File: config.mk
export PLATFORM = sky130hd
export DESIGN_NAME = fir4_inv_u
export DESIGN_NICKNAME = d
export VERILOG_FILES = /design/src/rtl/fir4_pkg.sv /design/src/rtl/fir4_hist.sv /design/src/rtl/fir4_inv_u.sv
export SDC_FILE = /design/constraint.sdc
export NUM_CORES = 1
export LEC_CHECK = 0
export CAP_MARGIN = 20
export CORE_MARGIN = 8
export CORE_UTILIZATION = 55
export CTS_CLUSTER_DIAMETER = 60
export DETAILED_ROUTE_END_ITERATION = 12
export DONT_BUFFER_PORTS = 1
export GPL_TIMING_DRIVEN = 0
export PLACE_DENSITY = 0.7
export SYNTH_ARGS = -nofsm -noshare
export SYNTH_HDL_FRONTEND = slang
export SYNTH_SLANG_ARGS = --single-unit
File: constraint.sdc
create_clock -name clk -period 5.85 [get_ports clk]
set_input_delay 0.8775 -clock clk [delete_from_list [all_inputs] [get_ports clk]]
set_output_delay 0.8775 -clock clk [all_outputs]
set_load 0.005 [all_outputs]
File: src/rtl/fir4_pkg.sv
// Shared definitions for the 4-tap moving-sum FIR family.
package fir4_pkg;
    localparam int TAPS = 4;

    typedef enum logic {
        RUN   = 1'b0,
        FAULT = 1'b1
    } fir4_inv_state_t;

    // A sum of TAPS w-bit samples needs two extra bits.
    function automatic int sum_w(input int w);
        return w + 2;
    endfunction
endpackage

File: src/rtl/fir4_hist.sv
// DEPTH-deep sample history; taps[0] is newest, oldest is DEPTH samples back.
module fir4_hist
    import fir4_pkg::*;
#(
    parameter int w     = 16,
    parameter int DEPTH = TAPS
) (
    input  logic         clk,
    input  logic         reset,
    input  logic         clr,
    input  logic         shift,
    input  logic [w-1:0] din,
    output logic [w-1:0] oldest
);
    logic [DEPTH-1:0][w-1:0] taps;

    always_ff @(posedge clk or posedge reset) begin
        if (reset)
            taps <= '0;
        else if (clr)
            taps <= '0;
        else if (shift)
            taps <= {taps[DEPTH-2:0], din};
    end

    assign oldest = taps[DEPTH-1];
endmodule

File: src/rtl/fir4_inv_u.sv
// Decoder for the 4-tap moving sum: x[k] = y[k] - y[k-1] + x[k-4], with
// out-of-range results latched as a sticky stream fault.
module fir4_inv_u
    import fir4_pkg::*;
#(
    parameter int w = 16
) (
    input  logic         clk,
    input  logic         reset,
    input  logic         in_valid,
    input  logic [w+1:0] in_sum,
    input  logic         err_clr,
    output logic         out_valid,
    output logic [w-1:0] out_data,
    output logic         err
);
    localparam int SW = sum_w(w);

    fir4_inv_state_t  state;
    logic [SW-1:0]    y_prev;
    logic [w-1:0]     h4;
    logic signed [w+2:0] d;
    logic signed [w+3:0] r;
    logic             in_range;
    logic             accept;

    // Widths chosen so neither the difference nor the sum can overflow.
    assign d        = $signed({1'b0, in_sum}) - $signed({1'b0, y_prev});
    assign r        = $signed({d[w+2], d}) + $signed({4'b0000, h4});
    assign in_range = (r[w+3:w] == 4'b0000);
    assign accept   = !err_clr && (state == RUN) && in_valid && in_range;

    fir4_hist #(.w(w), .DEPTH(TAPS)) u_hist (
        .clk    (clk),
        .reset  (reset),
        .clr    (err_clr),
        .shift  (accept),
        .din    (r[w-1:0]),
        .oldest (h4)
    );

    always_ff @(posedge clk or posedge reset) begin
        if (reset) begin
            state     <= RUN;
            y_prev    <= '0;
            out_valid <= 1'b0;
            out_data  <= '0;
            err       <= 1'b0;
        end else if (err_clr) begin
            state     <= RUN;
            y_prev    <= '0;
            out_valid <= 1'b0;
            err       <= 1'b0;
        end else begin
            out_valid <= 1'b0;
            case (state)
                RUN: begin
                    if (in_valid) begin
                        if (in_range) begin
                            out_valid <= 1'b1;
                            out_data  <= r[w-1:0];
                            y_prev    <= in_sum;
                        end else begin
                            err   <= 1'b1;
                            state <= FAULT;
                        end
                    end
                end
                default: ;
            endcase
        end
    end
endmodule
==> metrics, run 1 <==
status=finished, final reports clean; average size of a mapped cell=10.2 um2; Critical Path AT=5.51 ns; final wirelength=14100 um; max-slew violations=0; vias per cell=5.94; Post-synth ARST share=1.00; Mapped Area=6130 um2; Worst setup SP type=input port; DR WL/cell=18.6 um; largest net degree at the start of global routing=78; worst relative slew slack=0.548; Synth Flop Type=dfrtp_1; Detailed Routing Iterations Pass 1=4; Final Net Count=670; final clock skew=0.0167 ns; final setup fails=0; Worst Tran Pin Value=0.675 ns; Post-synth EDFFs=0; Max-Cap Viols=0; Overall Power=1.64 mW; Post-DRT Antenna Nets=0; CTS Sinks=101; Critical path buffers and inverters=1; leakage=3.13 nW; Synth Instances=600; CTS Buffer Depth=2; CP max stage delay=0.59 ns; Fillers=898; setup_tns=0 ns; DR iter-0 viols=278; fin cells=757; count of distinct cell types in the synthesized netlist=61; port bufs=0; Synth Warn #=0; diodes inserted=0; # H-tree levels=3; RSZ-0062 raised after global routing=false; DIE HEIGHT=122 um; Worst Path Max Fanout=10; post-synthesis mux area share=0.106; hpwl dp=10800 um; total track usage=0.200; die width=122 um; CTS tree=built; syn_nets=658; family with the most delay on the worst path=compound AO/OA/AOI/OAI gates; Placer Congestion=0.880; share of layout cells above drive strength 1=0.0972; largest family of logic cells by synthesized area=compound AO/OA/AOI/OAI gates; Crit Path Class=in -> reg; total CTS buffers=9; clk slew on worst S/H paths=0.11 ns; Simple-Gate Fraction of Synth Area=0.100; critical path cell sequence=ha_1 -> nor2b_1 -> o31a_1 -> o2111ai_1 -> nand2_1 -> a21o_1 -> nand2_1 -> a21boi_0 -> o21ai_0 -> a21oi_1 -> ha_1 -> a21o_1 -> o211ai_1 -> o211ai_1 -> nand2b_1 -> or4_4 -> a31oi_1 -> buf_2 -> a221o_1 -> a21oi_1; Setup crit end kind=register; Post-Synth Adder-Cell Area=0.0759; fmax=189 MHz; Final period util=0.902; Compound-Gate Fraction of Synth Area=0.215; synth-to-layout area growth=6.15%; Placed Instance Area=6330 um2; DIE AREA=14800 um2; CTS resizes=0; initial antenna violation count=0; Hold Crit Class=in -> async; fin crit period=5.28 ns; vias after detailed routing=4498; Power per Cell Area=252 nW/um2; Top Ports=40; initial core utilization=0.565; Peak VDD IR=228 uV; Setup Buffers After CTS=0; Overflow after GRT=0; clock root buffer=clkbuf_8; Skew-Pair Late Insertion Delay=0.38 ns; row cnt=38; Post-Place Cells=741; Worst EP required=6.08 ns; Synth Area in XOR/XNOR=0.0384; Core Area=10800 um2; fin area=6500 um2; hold slack=0.327 ns; global-route wire length before repair=23500 um; vias in the first global route=4690; final hold violation count=0; DRC viols=0; post-synthesis sequential area ratio=0.412; flops & latches, synth=101; Critical Path Slowest Stage Cell=a31oi_1; CTS Hold Buffers Added=0
-- path summary, 6_finish.rpt --
kind | cells past startpoint | slack (ns) | end | start
min | 1 | 0.33 | y_prev[1]$_DFFE_PP0P_ | reset
min reg2reg | 2 | 0.52 | u_hist.oldest[4]$_DFFE_PP0P_ | u_hist.taps[36]$_DFFE_PP0P_
max | 20 | 0.57 | y_prev[11]$_DFFE_PP0P_ | in_sum[1]
max reg2reg | 21 | 0.61 | y_prev[11]$_DFFE_PP0P_ | y_prev[1]$_DFFE_PP0P_
min in group clk | 2 | 0.52 | u_hist.oldest[4]$_DFFE_PP0P_ | u_hist.taps[36]$_DFFE_PP0P_
max in group asynchronous | 2 | 4.83 | u_hist.oldest[5]$_DFFE_PP0P_ | reset
-- metrics by stage --
step / utilization / setup slack (ns)
2_1_floorplan: - / 0.792
5_1_grt: 0.600 / 0.241
4_1_cts: 0.600 / 0.597
3_5_place_dp: 0.584 / 0.187
3_3_place_gp: 0.581 / 0.222
6_report: 0.600 / 0.572
-- routing by layer --
| layer | global-route usage | part of all wire | up-vias |
|---|---|---|---|
| met5 | 0 | 0 | - |
| met4 | 0.0640 | 0.018 | 0 |
| met3 | 0.0472 | 0.058 | 20 |
| met2 | 0.329 | 0.46 | 104 |
| met1 | 0.254 | 0.46 | 2174 |
| li1 | - | - | 2200 |
-- flip-flops by register name, indices dropped and copies added, names as in the netlist --
signal         flops
u_hist.taps       48
y_prev            18
out_data          16
u_hist.oldest     16
err                1
out_valid          1
state              1
-- synthesized netlist by cell type (all sizes together) (11+ instances only) --
cell	count	area share
inv	34	0.021
xnor2	19	0.028
a21o	15	0.018
clkbuf	15	0.0092
ha	34	0.069
a21oi	45	0.040
nand2	80	0.049
nor2	17	0.010
mux2i	50	0.082
dfrtp	101	0.41
buf	16	0.022
mux2	11	0.024
a221o	16	0.026
o21ai	25	0.021
o211ai	21	0.028
-- power breakdown --
| part | internal [mW] | total [mW] | switching (mW) |
|---|---|---|---|
| combinational | 0.173 | 0.405 | 0.232 |
| clock | 0.159 | 0.416 | 0.257 |
| sequential | 0.765 | 0.816 | 0.0509 |
| total | 1.10 | 1.64 | 0.540 |
-- layout make-up --
type | count | area [um2] | share of cell area
sequential | 101 | 2530 | 0.389
tap | 140 | 175 | 0.0269
clock inverter | 6 | 43.8 | 0.00673
buffer | 31 | 191 | 0.0294
timing repair buffer | 1 | 27.5 | 0.00423
clock buffer | 10 | 128 | 0.0196
inverter | 34 | 133 | 0.0204
multi-input combinational | 434 | 3280 | 0.504
-- layout by cell type (no fill, tap or decap), drive strengths merged, types with 15 or more instances in the layout --
master	count
nand2	80
mux2i	50
nor2	17
ha	34
a221o	16
a21o	15
a21oi	45
dfrtp	101
o211ai	21
clkbuf	25
xnor2	19
buf	17
o21ai	25
inv	37
-- worst register-to-register path, stage by stage, from the launching register on --
cell       delay (ns)
dfrtp_1          0.39
inv_1            0.07
ha_1             0.26
nor2b_1          0.14
o31a_1           0.27
o2111ai_1        0.38
nand2_1          0.20
a21o_1           0.23
nand2_1          0.06
a21boi_0         0.10
o21ai_0          0.15
a21oi_1          0.10
ha_1             0.35
a21o_1           0.22
o211ai_1         0.20
o211ai_1         0.10
nand2b_1         0.21
or4_4            0.46
a31oi_1          0.59
buf_2            0.36
a221o_1          0.19
a21oi_1          0.06
-- cell families after synthesis --
logic type | count (synthesis)
compound gates | 178
buf+inv | 65
xor+xnor | 26
flops | 101
mux | 61
simple gates | 133
fa+ha+maj | 36
Note: power is estimated with default switching activity, not from simulation.
==> run 2: changes to the inputs <==
Settings changed: CORE_MARGIN 8 to not set, RECOVER_POWER set to 50.
==> run 2 against run 1 <==
Against the previous run: the run now ends with capacitance limit, slew limit left; final area is 0.13% higher; wire length rose by 0.77%; critical path depth down 1; final cell count is the same; die area shrank 22%; global-route usage grew 6.0 points; critical path type unchanged; setup slack got worse by 0.068 ns; non-clock buffer count is the same.
==> metrics, run 2 (synthesis results as in run 1) <==
status=complete, but fails checks; failing checks=capacitance limit, slew limit; fmax=187 MHz (-1.3%); Largest regs=u_hist.taps x48, y_prev x18; vias in the first global route=4519 (-3.6%); Setup Buffers After CTS=0 (unchanged); final hold violation count=0 (unchanged); Layout Utilization=0.601 (+0.000808); most used cell, CP=ha_1; Hold Crit Class=reg -> reg; CTS Sinks=101 (unchanged); clk slew on worst S/H paths=0.11 ns (about the same); diodes inserted=0 (unchanged); Worst Path Max Fanout=10 (unchanged); final clock skew=0.0217 ns (+0.00494 ns); initial antenna violation count=0 (unchanged); Fillers=934 (+4.0%); most common cell after layout, fill and taps aside=dfrtp_1; Power per Cell Area=258 nW/um2 (+2.4%); Placer Congestion=0.885 (+0.57%); Placed Instance Area=6330 um2 (unchanged); Worst Reg-to-Reg Cells=20 (-4.8%); setup_tns=0 ns (unchanged); Max-Cap Viols=1 (+1); largest net degree at the start of global routing=78 (unchanged); vias per cell=6.05 (+1.8%); Largest register FFs=48 (unchanged); Multi-input gate area=3280 um2 (unchanged); Min-Delay Endpoint=state$_DFF_PP0_; share of layout cells above drive strength 1=0.0972 (unchanged); clock root buffer=clkbuf_8; # H-tree levels=3 (unchanged); DIE AREA=11600 um2 (-22%); fin area=6510 um2 (+0.13%); Worst EP required=6.10 ns (+0.02 ns); Worst Tran Pin Value=3.36 ns (+2.68 ns); Register Area=2530 um2 (unchanged); most flop-heavy register=u_hist.taps; CTS resizes=0 (unchanged); final wirelength=14200 um (+0.77%); CTS Hold Buffers Added=0 (unchanged); family with the most delay on the worst path=compound AO/OA/AOI/OAI gates; HP Start=state$_DFF_PP0_; Top Ports=40 (unchanged); Post-DRT Antenna Nets=0 (unchanged); Worst setup SP type=input port; max-slew violations=78 (+78); Overflow after GRT=0 (unchanged); Detailed Routing Iterations Pass 1=5 (+1); Crit Path Class=in -> reg; initial core utilization=0.565 (unchanged); row cnt=38 (unchanged); Critical path buffers and inverters=1 (unchanged); reg-to-reg endpoint=y_prev[10]$_DFFE_PP0P_; Worst R2R Setup Slack=0.51 ns (-0.10 ns); Reg-to-Reg Start=y_prev[1]$_DFFE_PP0P_; fin crit period=5.35 ns (+0.0675 ns); Overall Power=1.68 mW (+2.5%); leakage=3.12 nW (-0.25%); critical path cell sequence=ha_1 -> nor2b_1 -> o31a_1 -> o2111ai_1 -> nand2_1 -> a32o_1 -> o21a_1 -> nor2_1 -> xnor2_1 -> ha_1 -> and4_1 -> nand3b_1 -> o211ai_1 -> nand2b_1 -> or4_4 -> a31oi_1 -> buf_2 -> a221o_1 -> a21oi_1; Final period util=0.914 (+0.0115); DRC viols=0 (unchanged); most frequent cells in the layout=101 x dfrtp_1, 80 x nand2_1, 50 x mux2i_1; Final Net Count=670 (unchanged); DR WL/cell=18.8 um (+0.77%); DIE HEIGHT=108 um (-12%); Post-Place Cells=741 (unchanged); Critical Path Slowest Stage Cell=a31oi_1; total CTS buffers=9 (unchanged); CTS tree=built; CP max stage delay=0.62 ns (+0.03 ns); synth-to-layout area growth=6.29%; Setup crit end kind=register; final setup fails=0 (unchanged); port bufs=0 (unchanged); Peak VDD IR=169 uV (-26%); Skew-Pair Late Insertion Delay=0.39 ns (about the same); die width=108 um (-12%); total track usage=0.259 (+0.0596); RSZ-0062 raised after global routing=false; Core Area=10800 um2 (unchanged); CTS Buffer Depth=2 (unchanged); DR iter-0 viols=320 (+15%); Critical Path AT=5.59 ns (+0.08 ns); hpwl dp=10600 um (-1.3%); vias after detailed routing=4578 (+1.8%); global-route wire length before repair=23000 um (-2.1%); fin cells=757 (unchanged); worst relative slew slack=-1.24 (-1.79); Hold Crit Depth=1
-- run 2: cell types whose count changed in the layout (fill, tap and decap cells not counted), sizes merged --
cell	previous run	this run
buf	17	16
clkbuf	25	24
clkdlybuf4s25	0	1
clkinvlp	0	2
inv	37	36
-- run 2: how the worst max path moves through the flow --
stage / startpoint / end / slack, ns / cells after the start
final: in_sum[1] / y_prev[10]$_DFFE_PP0P_ / 0.50 / 19
after global routing: y_prev[1]$_DFFE_PP0P_ / y_prev[10]$_DFFE_PP0P_ / 0.22 / 20
after floorplan: in_sum[1] / out_data[12]$_DFFE_PP0P_ / 0.79 / 22
after detailed placement: in_sum[1] / out_data[14]$_DFFE_PP0P_ / 0.14 / 21
after global placement: in_sum[1] / out_data[13]$_DFFE_PP0P_ / 0.24 / 21
after CTS: in_sum[1] / out_data[14]$_DFFE_PP0P_ / 0.54 / 21
-- run 2: worst register-to-register path, cell delays in order, from the launching register on --
cell       delay, ns
dfrtp_1         0.40
inv_1           0.08
ha_1            0.26
nor2b_1         0.14
o31a_1          0.28
o2111ai_1       0.38
nand2_1         0.20
a32o_1          0.33
o21a_1          0.18
nor2_1          0.11
xnor2_1         0.19
ha_1            0.36
and4_1          0.21
nand3b_1        0.08
o211ai_1        0.09
nand2b_1        0.22
or4_4           0.46
a31oi_1         0.62
buf_2           0.36
a221o_1         0.19
a21oi_1         0.07
-- run 2: layer usage --
layer	GRT usage	vias to the layer above	wire length, um
met5	0	-	0
met4	0.0714	0	222
met3	0.0521	18	843
met2	0.415	122	6520
met1	0.357	2237	6620
li1	-	2201	-
-- run 2: final cells by class --
| type | count | share of cell area |
|---|---|---|
| sequential | 101 | 0.388 |
| tap | 140 | 0.0269 |
| clock buffer | 9 | 0.0190 |
| multi-input combinational | 434 | 0.503 |
| inverter | 34 | 0.0202 |
| clock inverter | 7 | 0.0115 |
| buffer | 31 | 0.0294 |
| timing repair buffer | 1 | 0.00154 |
-- run 2: stage by stage --
stage	setup WS [ns]	hold WS, ns
detailed placement	0.140	0.490
global placement	0.236	0.484
floorplan	0.792	0.470
global route	0.219	0.540
finish	0.504	0.516
CTS	0.536	0.334
-- run 2: power breakdown --
group / switching [mW] / internal [mW] / leakage [nW]
logic: 0.238 / 0.171 / 1.65
clock network: 0.286 / 0.169 / 0.0981
registers: 0.0483 / 0.765 / 1.38
